`src/rtl/alt_disable_sequencer.sv`:
```
// alt_disable_sequencer: walks an alt's channel-address list in memory and
// runs the Disable unit on each channel. It records the first delivered
// message and hands any sender that must be woken to the scheduler.
//
// Ports:
//   clk, reset            rising-edge clock, synchronous active-high reset
//   start/listAddr/count/rxPid   request and its operands (latched at start)
//   busy/done             sequence in progress / one-cycle completion pulse
//   hasMessage/message/selIndex  first delivery and its list index
//   schedValid/schedPid/schedReady  valid/ready handshake to the scheduler
//   dis*                  Disable unit control, results and memory request
//   address/readWriteMode/dataIn/dataOut  shared memory port (1 = write)
module alt_disable_sequencer #(
    parameter int addrBits  = 16,
    parameter int dataBits  = 16,
    parameter int countBits = 4
) (
    input  logic                 clk,
    input  logic                 reset,
    input  logic                 start,
    input  logic [addrBits-1:0]  listAddr,
    input  logic [countBits-1:0] count,
    input  logic [addrBits-1:0]  rxPid,
    output logic                 busy,
    output logic                 done,
    output logic                 hasMessage,
    output logic [dataBits-1:0]  message,
    output logic [countBits-1:0] selIndex,
    output logic                 schedValid,
    output logic [addrBits-1:0]  schedPid,
    input  logic                 schedReady,
    output logic                 disEnabled,
    output logic [addrBits-1:0]  disChannel,
    output logic [addrBits-1:0]  disRxPid,
    output logic                 disRxHadMessageInAlt,
    input  logic                 disFinished,
    input  logic                 disShouldScheduleSender,
    input  logic [addrBits-1:0]  disScheduleTxPid,
    input  logic                 disHasDeliveredMessage,
    input  logic [dataBits-1:0]  disDeliveredMessage,
    input  logic                 disRxHasMessageInAlt,
    input  logic [addrBits-1:0]  disAddress,
    input  logic                 disReadWriteMode,
    input  logic [dataBits-1:0]  disDataIn,
    output logic [addrBits-1:0]  address,
    output logic                 readWriteMode,
    output logic [dataBits-1:0]  dataIn,
    input  logic [dataBits-1:0]  dataOut
);

    localparam logic [2:0] IDLE    = 3'd0;
    localparam logic [2:0] FETCH   = 3'd1;
    localparam logic [2:0] LATCH   = 3'd2;
    localparam logic [2:0] DISABLE = 3'd3;
    localparam logic [2:0] RESULT  = 3'd4;
    localparam logic [2:0] SCHED   = 3'd5;
    localparam logic [2:0] DONE    = 3'd6;

    logic [2:0]           state_q, state_d;
    logic [addrBits-1:0]  list_addr_q, list_addr_d;
    logic [countBits-1:0] count_q, count_d;
    logic [addrBits-1:0]  rx_pid_q, rx_pid_d;
    logic [countBits-1:0] index_q, index_d;
    logic                 has_msg_q, has_msg_d;
    logic [dataBits-1:0]  message_q, message_d;
    logic [countBits-1:0] sel_index_q, sel_index_d;
    logic [addrBits-1:0]  sched_pid_q, sched_pid_d;
    logic [addrBits-1:0]  channel_q, channel_d;

    // Extra bit so index+1 never wraps before the compare with count.
    logic [countBits:0]   idx_inc;
    logic                 more;
    logic                 own_mem;

    // The Disable unit's own view of the receiver's state is not needed
    // here; hasMessage is tracked locally from the delivery results.
    logic unused_rx_has;
    assign unused_rx_has = disRxHasMessageInAlt;

    assign idx_inc = {1'b0, index_q} + 1'b1;
    assign more    = idx_inc < {1'b0, count_q};

    always_comb begin
        state_d     = state_q;
        list_addr_d = list_addr_q;
        count_d     = count_q;
        rx_pid_d    = rx_pid_q;
        index_d     = index_q;
        has_msg_d   = has_msg_q;
        message_d   = message_q;
        sel_index_d = sel_index_q;
        sched_pid_d = sched_pid_q;
        channel_d   = channel_q;
        case (state_q)
            IDLE: begin
                if (start) begin
                    list_addr_d = listAddr;
                    count_d     = count;
                    rx_pid_d    = rxPid;
                    index_d     = '0;
                    has_msg_d   = 1'b0;
                    message_d   = '0;
                    sel_index_d = '0;
                    state_d     = (count == '0) ? DONE : FETCH;
                end
            end
            FETCH: state_d = LATCH;
            LATCH: begin
                channel_d = addrBits'(dataOut);
                state_d   = DISABLE;
            end
            DISABLE: begin
                if (disFinished) state_d = RESULT;
            end
            RESULT: begin
                // A second delivery is a protocol error; keep the first.
                if (disHasDeliveredMessage && !has_msg_q) begin
                    has_msg_d   = 1'b1;
                    message_d   = disDeliveredMessage;
                    sel_index_d = index_q;
                end
                if (disShouldScheduleSender) begin
                    sched_pid_d = disScheduleTxPid;
                    state_d     = SCHED;
                end else begin
                    index_d = idx_inc[countBits-1:0];
                    state_d = more ? FETCH : DONE;
                end
            end
            SCHED: begin
                if (schedReady) begin
                    index_d = idx_inc[countBits-1:0];
                    state_d = more ? FETCH : DONE;
                end
            end
            DONE:    state_d = IDLE;
            default: state_d = IDLE;
        endcase
    end

    always_ff @(posedge clk) begin
        if (reset) begin
            state_q     <= IDLE;
            list_addr_q <= '0;
            count_q     <= '0;
            rx_pid_q    <= '0;
            index_q     <= '0;
            has_msg_q   <= 1'b0;
            message_q   <= '0;
            sel_index_q <= '0;
            sched_pid_q <= '0;
            channel_q   <= '0;
        end else begin
            state_q     <= state_d;
            list_addr_q <= list_addr_d;
            count_q     <= count_d;
            rx_pid_q    <= rx_pid_d;
            index_q     <= index_d;
            has_msg_q   <= has_msg_d;
            message_q   <= message_d;
            sel_index_q <= sel_index_d;
            sched_pid_q <= sched_pid_d;
            channel_q   <= channel_d;
        end
    end

    assign busy       = (state_q != IDLE) && (state_q != DONE);
    assign done       = (state_q == DONE);
    assign schedValid = (state_q == SCHED);
    assign schedPid   = sched_pid_q;
    assign hasMessage = has_msg_q;
    assign message    = message_q;
    assign selIndex   = sel_index_q;

    assign disEnabled           = (state_q == DISABLE);
    assign disChannel           = channel_q;
    assign disRxPid             = rx_pid_q;
    assign disRxHadMessageInAlt = disEnabled & has_msg_q;

    // The list read owns memory in FETCH/LATCH; the Disable unit has it
    // otherwise. Reset hands it to the Disable side with writes blocked.
    assign own_mem = !reset && ((state_q == FETCH) || (state_q == LATCH));

    always_comb begin
        address       = disAddress;
        readWriteMode = disReadWriteMode & ~reset;
        dataIn        = disDataIn;
        if (own_mem) begin
            address       = list_addr_q + addrBits'(index_q);
            readWriteMode = 1'b0;
            dataIn        = '0;
        end
    end

endmodule

```
`config.mk`:
```
export PLATFORM = sky130hd
export DESIGN_NAME = alt_disable_sequencer
export DESIGN_NICKNAME = d
export VERILOG_FILES = /design/src/rtl/alt_disable_sequencer.sv
export SDC_FILE = /design/constraint.sdc
export NUM_CORES = 1
export LEC_CHECK = 0
export BUFFER_PORTS_ARGS = -buffer_cell sky130_fd_sc_hd__buf_4
export CAP_MARGIN = 0
export CORE_MARGIN = 3
export CORE_UTILIZATION = 42
export CTS_BUF_LIST = sky130_fd_sc_hd__clkbuf_8
export CTS_CLUSTER_SIZE = 30
export DETAILED_ROUTE_END_ITERATION = 7
export PLACE_DENSITY = 0.78
export SETUP_SLACK_MARGIN = 0.02
export SLEW_MARGIN = 0
export SYNTH_ARGS = -nofsm -noshare
export SYNTH_HDL_FRONTEND = slang
export SYNTH_SLANG_ARGS = --single-unit
```
`constraint.sdc`:
```
create_clock -name clk -period 2.1 [get_ports clk]
set_input_delay 0.315 -clock clk [delete_from_list [all_inputs] [get_ports clk]]
set_output_delay 0.315 -clock clk [all_outputs]
set_load 0.01 [all_outputs]
```
==> results.md, run 1 <==
* Status: complete, but fails checks
* Failing checks: negative setup slack
* First-pass GRT wire length at 22,400 um
* DRC viols at 0
* Main combinational cell family by area after synthesis: simple AND/OR/NAND/NOR gates
* Final instance area at 6990 um2
* RSZ-0062 raised after global routing: yes
* Post-Synth XOR/XNOR Area at 3.20%
* Root Driver: clkbuf_8
* Vias in the first global route at 4,667
* Simple-Gate Fraction of Synth Area at 27.2%
* First-pass DRT Iterations at 5
* Initial DRC count at 343
* Routability cong. at 0.821
* WP buf/inv at 4
* Adder-Cell Fraction of Synth Area at 2.75%
* Die width at 108 um
* Critical Path RT at 1780 ps
* Htree depth at 3
* Crit-path leading delay family: adder cells
* Initial antenna violation count at 0
* Most used cell, CP: buf_4
* N_diodes at 0
* Largest net degree at the start of global routing at 98
* Cells after Synth at 574
* Bufs on Longest Clock Path at 2
* F_max at 379 MHz
* Placed cells at 915
* Initial Utilization at 44.0%
* Via-to-Cell Ratio at 5.18
* Setup ws final at -536 ps
* Synth Net Count at 708
* CTS tree: yes
* Seq/Total Area, Yosys at 43.9%
* Multi-input gate area at 2370 um2
* Worst hold slack at 189 ps
* CTS Buf Count at 9
* Fillers at 766
* Arr. time, crit path at 2320 ps
* Share of layout cells above drive strength 1 at 40.7%
* DP Area at 6230 um2
* Fin. max-slew vios at 0
* # IOs at 232
* Congestion Overflow GR at 0
* CP Cell Sequence: ha_4, inv_2, fa_2, nor2b_2, o31a_1, buf_4, buf_6, nand2_2, xor2_1, o21ai_1, buf_4
* Die height at 108 um
* Post-Route WL at 15,900 um
* Core Util, Final at 70.2%
* Compound-cell area share of the yosys netlist at 17.1%
* Clock Skew at 9.87 ps
* Final Cycle Share at 126%
* Synthesized area at 4380 um2
* PD cells at 669 nW/um2
* # clock sinks at 96
* Synth warn at 0
* Cell row count at 36
* Vias at 4,943
* Max-cap violations at 0
* Final hold vios at 0
* Die ar. at 11,700 um2
* Worst skew pair latency at 360 ps
* CP max FO at 3
* Slew margin rel. at 33.9%
* Cell Count, Final, Fillers Out at 954
* Final setup vio count at 31
* Slowest stage delay, CP at 370 ps
* Slowest cell on crit path: dfxtp_2
* Area growth syn-to-layout at 59.8%
* GRT Resource Usage Total at 24.1%
* DP HPWL at 10,400 um
* IO buf count at 230
* Multiplexer share of the synthesized area at 0.343%
* WL/cell at 16.7 um
* Reg clk slew, reported paths at 100 ps
* Worst slack, placed at -248 ps
* VDD IR max at 379 uV
* Layout Nets at 950
* P_leak at 3.06 nW
* Reg area at 1930 um2
* Critical path class: reg -> out
* Worst setup SP type: flip-flop
* Yosys cell types at 49
* Post-route ant nets at 0
* Setup TNS at -5980 ps
* Core Box Area at 9950 um2
* Synthesized flop and latch total at 96
* Hold WC Path Type: in -> reg
* Synthesized area per cell at 7.62 um2
* Design Power at 4.68 mW
* Slew @ Worst Pin at 991 ps
* Final Critical Period at 2640 ps
* CP Capture Type: primary output
[cell type report]
cell class / count / share of cell area, %
inverters: 9 / 0.483
clock buffers: 9 / 1.77
well taps: 133 / 2.38
flip-flops and latches: 96 / 27.6
multi-input cells: 428 / 34.0
repair buffers: 272 / 32.8
clock inverters: 7 / 1.06
[layer usage]
| layer | share of wire, % | wire [um] | track usage, % | vias up |
|---|---|---|---|---|
| li1 | - | - | - | 2390 |
| met1 | 34 | 5360 | 25.9 | 2278 |
| met2 | 52 | 8260 | 44.8 | 226 |
| met3 | 10 | 1620 | 7.22 | 49 |
| met4 | 4.1 | 659 | 8.21 | 0 |
| met5 | 0 | 0 | 0 | - |
[placed cells by master, fill, tap and decap left out, types with 5 or more instances in the layout]
cell        n
a21oi_1    93
and2_1      5
and2_4     15
and3_1      7
buf_4     236
buf_6      26
clkbuf_8    9
dfxtp_1    90
dfxtp_2     6
inv_1       9
nand2_1   173
nand3_1    22
nor2_1     14
o21ai_1    13
xor2_1     11
[power breakdown]
part | switching [mW] | internal [mW]
clock network | 0.654 | 0.550
logic | 0.702 | 0.771
registers | 0.0761 | 1.92
[cells by family after synthesis]
family	after synthesis
and+or+nand+nor	266
AOI/OAI and AO/OA	136
DFF	96
buffers and inverters	50
xor gates and xnor gates	16
adders and majority gates	9
muxes	1
[worst min-delay path: stages]
cell	delay (ps)
buf_4	110
nand2_1	40
a21oi_1	50
[cells in the mapped netlist, drive strengths merged]
library cell,n,area (um2)
nand2,178,668
xor2,11,96.3
fa,1,20.0
nand3,24,120
a21o,1,7.51
o21a,2,15.0
nor3,1,16.3
and2b,1,7.51
inv,9,33.8
o211ai,1,7.51
nand2b,4,32.5
xnor2,5,43.8
a311oi,1,8.76
o32ai,1,8.76
nor2,14,52.6
or3,3,18.8
a311o,1,10.0
o221ai,1,8.76
a21boi,3,22.5
nor3b,3,27.5
nand3b,2,15.0
and2,21,131
o31a,1,8.76
mux2,1,15.0
a31oi,3,18.8
dfxtp,96,1920
a22oi,2,15.0
and3,8,50.1
nor2b,2,12.5
o2bb2ai,1,8.76
a21oi,94,470
and4,2,17.5
nor4,1,6.26
o21ai,18,90.1
ha,8,100
nand4,2,12.5
a211oi,3,22.5
buf,24,144
clkbuf,17,65.1
a211o,1,8.76
o21bai,2,15.0
[path summary, 6_finish.rpt]
kind	startpoint	end	slack (ps)	cells after the start
setup / recovery	list_addr_q[0]	address[6]	-540	11
hold / removal	dataOut[5]	disChannel[5]	190	3
setup reg to reg	index_q[1]	state_q[0]	150	9
hold reg to reg	message[13]	message[13]	460	2
[registers in the layout (all words and copies together), names as in the netlist]
register / count
disChannel: 16
disRxPid: 16
list_addr_q: 16
message: 16
schedPid: 16
count_q: 4
index_q: 4
selIndex: 4
state_q: 3
hasMessage: 1
[repair_timing]
action | in CTS | in global routing
pin swaps | 15 | 26
endpoints found under the setup margin | 15 | 50
buffers inserted | 11 | 7
resized for setup | 30 | 50
hold buffers | 0 | 0
cloned | 3 | 4
Power figures use the tool's default switching activity.
==> run 2, diff against run 1 <==
--- a/config.mk
+++ b/config.mk
@@ -13,6 +13,7 @@
 export CTS_CLUSTER_SIZE = 30
 export DETAILED_ROUTE_END_ITERATION = 7
 export PLACE_DENSITY = 0.78
+export RECOVER_POWER = 100
 export SETUP_SLACK_MARGIN = 0.02
 export SLEW_MARGIN = 0
 export SYNTH_ARGS = -nofsm -noshare
==> run 2 against run 1 <==
  * The flow still finishes with violations (negative setup slack)
  * Flip-flop and latch count unchanged
  * Power down 1.0%
  * Critical path depth unchanged
  * Clock skew down 0.71 ps
  * Wire length down 0.40%
  * First-iteration DRC count up 9.6%
  * Global-route usage unchanged
  * Clock power about the same
  * Largest cell class unchanged
  * Largest power group unchanged
==> results.md, run 2 (synthesized netlist as in run 1, its figures left out) <==
* CP max FO at 3
* Vias at 4,942
* Die width at 108 um
* Largest net degree at the start of global routing at 98
* Crit-path leading delay family: adder cells
* CTS tree: yes
* First-pass GRT wire length at 22,400 um
* First-pass DRT Iterations at 4
* Routability cong. at 0.821
* WL/cell at 16.6 um
* Die ar. at 11,700 um2
* Initial DRC count at 376
* Multi-input gate area at 2370 um2
* Failing checks: negative setup slack
* Post-route ant nets at 0
* Hold WC Path Type: in -> reg
* Fin. max-slew vios at 0
* Root Driver: clkbuf_8
* Cell row count at 36
* Worst setup SP type: flip-flop
* F_max at 379 MHz
* IO buf count at 230
* Placed cells at 915
* Commonest non-fill, non-tap cell in the layout: nand2_1
* Congestion Overflow GR at 0
* Clock Skew at 9.16 ps
* Max-cap violations at 0
* Cell Count, Final, Fillers Out at 954
* Share of layout cells above drive strength 1 at 32.2%
* # IOs at 232
* CTS Buf Count at 9
* Slew @ Worst Pin at 991 ps
* N_diodes at 0
* Register-to-register setup slack at 50 ps
* Final setup vio count at 31
* Bufs on Longest Clock Path at 2
* Final Cycle Share at 126%
* Critical path class: reg -> out
* Critical Path RT at 1780 ps
* WP buf/inv at 4
* Setup ws final at -539 ps
* Core Box Area at 9950 um2
* Vias in the first global route at 4,667
* Layout Nets at 950
* VDD IR max at 378 uV
* Area growth syn-to-layout at 53.7%
* GRT Resource Usage Total at 24.1%
* CP Cell Sequence: ha_4, inv_2, fa_2, nor2b_2, o31a_1, buf_4, buf_6, nand2_2, xor2_1, o21ai_1, buf_4
* Worst skew pair latency at 360 ps
* DRC viols at 0
* Initial Utilization at 44.0%
* Worst slack, placed at -248 ps
* P_leak at 2.76 nW
* Status: complete, but fails checks
* Via-to-Cell Ratio at 5.18
* Reg area at 1930 um2
* CP Capture Type: primary output
* Htree depth at 3
* RSZ-0062 raised after global routing: yes
* PD cells at 688 nW/um2
* Arr. time, crit path at 2320 ps
* Post-Route WL at 15,800 um
* # clock sinks at 96
* Final hold vios at 0
* Die height at 108 um
* Reg clk slew, reported paths at 100 ps
* Commonest non-fill, non-tap cells in the layout: nand2_1 (173), buf_4 (166), a21oi_1 (93)
* Initial antenna violation count at 0
* Slew margin rel. at 33.9%
* Most used cell, CP: buf_4
* Fillers at 847
* Final Critical Period at 2640 ps
* DP HPWL at 10,400 um
* Slowest stage delay, CP at 370 ps
* Slowest cell on crit path: dfxtp_2
run 2: what timing repair did:
| action | in CTS | in global routing |
|---|---|---|
| endpoints found under the hold margin | 0 | 0 |
| pin swaps | 15 | 26 |
| cloned | 3 | 4 |
| buffers inserted | 11 | 7 |
| setup endpoints to repair | 15 | 50 |
| hold buffers | 0 | 0 |
| gates resized for setup | 30 | 50 |
run 2: tightest hold or removal path, cell delays in order:
cell	delay, ps
buf_4	110
nand2_1	40
a21oi_1	50
run 2: worst paths after layout:
path / cells past startpoint / start / endpoint
worst max register to register: 5 / state_q[0] / index_q[0]
worst max-delay path: 11 / list_addr_q[0] / address[6]
worst min register to register: 2 / disRxPid[3] / disRxPid[3]
worst min-delay path: 3 / dataOut[5] / disChannel[5]
run 2: cell type report:
cell class | instances | share of cell area (%)
multi-input cells | 428 | 35.2
repair buffers | 272 | 30.2
flip-flops and latches | 96 | 28.7
well taps | 133 | 2.47
clock buffers | 9 | 1.84
clock inverters | 7 | 1.10
inverters | 9 | 0.502
run 2: stage by stage:
stage / hold slack (ps) / total power [mW] / cell area, um2 / util (%) / TNS (ps)
CTS: 171 / 4.51 / 6710 / 67.4 / -4980
global placement: 441 / 3.16 / 6230 / 62.6 / -489
global route: 168 / 4.87 / 6720 / 67.5 / -10770
floorplan: 436 / 2.64 / 4380 / - / 0
detailed placement: 446 / 3.19 / 6230 / 62.6 / -965
finish: 189 / 4.63 / 6720 / 67.5 / -5960
run 2: layer usage:
metal / part of all wire (%) / wire (um) / track usage (%) / up-vias
li1: - / - / - / 2391
met1: 34 / 5390 / 25.9 / 2291
met2: 52 / 8280 / 44.8 / 214
met3: 9.7 / 1540 / 7.22 / 46
met4: 4.0 / 630 / 8.21 / 0
met5: 0 / 0 / 0 / -
run 2: where the power goes:
group          internal [mW]  total (mW)  switching [mW]
Clock                  0.550        1.21           0.657
Sequential              1.92        2.00          0.0739
Combinational          0.723        1.42           0.701
Total                   3.20        4.63            1.43
==> run 3, diff against run 2 <==
--- a/config.mk
+++ b/config.mk
@@ -8,11 +8,11 @@
 export BUFFER_PORTS_ARGS = -buffer_cell sky130_fd_sc_hd__buf_4
 export CAP_MARGIN = 0
 export CORE_MARGIN = 3
-export CORE_UTILIZATION = 42
+export CORE_UTILIZATION = 47
 export CTS_BUF_LIST = sky130_fd_sc_hd__clkbuf_8
 export CTS_CLUSTER_SIZE = 30
 export DETAILED_ROUTE_END_ITERATION = 7
-export PLACE_DENSITY = 0.78
+export PLACE_DENSITY = 0.83
 export RECOVER_POWER = 100
 export SETUP_SLACK_MARGIN = 0.02
 export SLEW_MARGIN = 0
==> constraint.sdc (replaced) <==
create_clock -name clk -period 3 [get_ports clk]
set_input_delay 0.45 -clock clk [delete_from_list [all_inputs] [get_ports clk]]
set_output_delay 0.45 -clock clk [all_outputs]
set_load 0.01 [all_outputs]
==> run 3 against run 2 <==
  * The flow now finishes without violations
  * Register-to-register slack improved by 390 ps
  * Via count fell by 5.9%
  * Clock-buffer cell count did not move
  * Global-route usage fell by 0.48 points
  * Worst hold slack improved by 140 ps
  * First-iteration DRC count fell by 54%
  * Highest routed layer is now met5
  * Sequential power fell by 30%
  * Critical path depth fell by 4
  * Sequential share of layout area rose by 3.9 points
==> results.md, run 3 (synthesized netlist as in run 1, its figures left out) <==
* Status: complete, no violations
* R2R depth at 5
* VDD IR max at 316 uV
* Initial antenna violation count at 1
* Routability cong. at 0.789
* Vias at 4,648
* Max-cap violations at 0
* Setup TNS at 0 ps
* Final hold vios at 0
* Post-route ant nets at 0
* # clock sinks at 96
* Share of layout cells above drive strength 1 at 20.7%
* Die height at 102 um
* RSZ-0062 raised after global routing: no
* Final Critical Period at 2820 ps
* GRT Resource Usage Total at 23.7%
* # IOs at 232
* F_max at 354 MHz
* Via-to-Cell Ratio at 5.19
* Slowest stage delay, CP at 500 ps
* Core Box Area at 8890 um2
* Reg clk slew, reported paths at 100 ps
* Initial DRC count at 174
* First-pass DRT Iterations at 5
* Die width at 102 um
* Arr. time, crit path at 2370 ps
* DP HPWL at 9710 um
* Worst skew pair latency at 360 ps
* Multi-input gate area at 2200 um2
* First-pass GRT wire length at 20,000 um
* PD cells at 486 nW/um2
* IO buf count at 230
* Congestion Overflow GR at 0
* Vias in the first global route at 4,413
* Critical Path RT at 2550 ps
* CP Capture Type: primary output
* DRC viols at 0
* Reg area at 1930 um2
* CP Cell Sequence: ha_1, nor2b_2, o31a_1, and4_1, xnor2_1, o21ai_0, clkbuf_1
* P_leak at 2.35 nW
* Setup ws final at 177 ps
* Root Driver: clkbuf_8
* Worst setup SP type: flip-flop
* Hold WC Path Type: in -> reg
* CTS tree: yes
* Slowest cell on crit path: dfxtp_1
* Slew @ Worst Pin at 984 ps
* Hold Crit Depth at 3
* Final Cycle Share at 94.1%
* Post-Route WL at 13,000 um
* Commonest non-fill, non-tap cell in the layout: nand2_1
* Final setup vio count at 0
* Bufs on Longest Clock Path at 2
* Initial Utilization at 49.2%
* CP max FO at 7
* Worst slack, placed at 367 ps
* Largest net degree at the start of global routing at 98
* Slew margin rel. at 34.4%
* Area growth syn-to-layout at 34.9%
* Commonest non-fill, non-tap cells in the layout: nand2_1 (178), buf_4 (143), dfxtp_1 (95)
* Clock Skew at 16.7 ps
* Design Power at 2.87 mW
* CTS Buf Count at 9
* Layout Nets at 916
* Critical path class: reg -> out
* Htree depth at 3
* Cell row count at 34
* Die ar. at 10,500 um2
* WL/cell at 14.5 um
* N_diodes at 0
* Fin. max-slew vios at 0
* Post-CTS Hold Fix Bufs at 0
* Fillers at 825
## run 3: cell types whose count changed in the layout (fill, tap and decap cells not counted), sizes merged
cell | previous run | this run
clkinvlp | 3 | 1
clkbuf | 82 | 104
buf | 199 | 143
bufinv | 1 | 0
inv | 10 | 13
## run 3: final cells by class
cell class | instances | area share [%]
Clock buffer | 9 | 2.10
Clock inverter | 7 | 0.911
Inverter | 9 | 0.572
Multi-Input combinational cell | 428 | 37.3
Sequential cell | 96 | 32.6
Tap cell | 108 | 2.29
Timing Repair Buffer | 238 | 24.2
## run 3: report_power, final
group | total (mW) | switching (mW) | internal (mW)
clock | 0.777 | 0.466 | 0.311
sequential | 1.41 | 0.0679 | 1.34
combinational | 0.677 | 0.386 | 0.291
total | 2.87 | 0.920 | 1.95
## run 3: metal layers
metal  wire length (um)  part of all wire (%)  track usage (%)  vias up
met5                 13                  0.10                0        -
met4                180                   1.4             6.26        2
met3               1190                   9.2             7.85       18
met2               6650                    51             43.1      177
met1               4950                    38             26.2     2130
li1                   -                     -                -     2321
## run 3: path summary, 6_finish.rpt
kind	from	slack, ps	end
worst max-delay path	index_q[2]	180	address[8]
worst min-delay path	disScheduleTxPid[9]	320	schedPid[9]
worst max register to register	state_q[2]	440	message[2]
worst min register to register	disChannel[3]	460	disChannel[3]
## run 3: per-stage QoR
| stage | hold WS (ps) | utilization, % | cells | area (um2) |
|---|---|---|---|---|
| after CTS | 313 | 70.3 | 893 | 6250 |
| after global routing | 309 | 66.4 | 895 | 5900 |
| final | 324 | 66.4 | 895 | 5900 |
| after detailed placement | 448 | 68.2 | 876 | 6070 |
| after global placement | 439 | 68.2 | 876 | 6070 |
| after floorplan | 436 | - | 574 | 4380 |
## run 3: timing repair
| action | CTS | global route |
|---|---|---|
| gates resized for setup | 0 | 4 |
| pin swaps | 1 | 1 |
| setup endpoints to repair | 1 | 8 |
| buffers inserted | 1 | 2 |
## run 3: critical path: cells and delay by family, from the launching register on
| kind | cells | cell delay [ps] |
|---|---|---|
| flops | 1 | 500 |
| fa+ha+maj | 1 | 340 |
| simple gates | 2 | 410 |
| compound gates | 2 | 480 |
| xor+xnor | 1 | 120 |
| buf+inv | 1 | 170 |
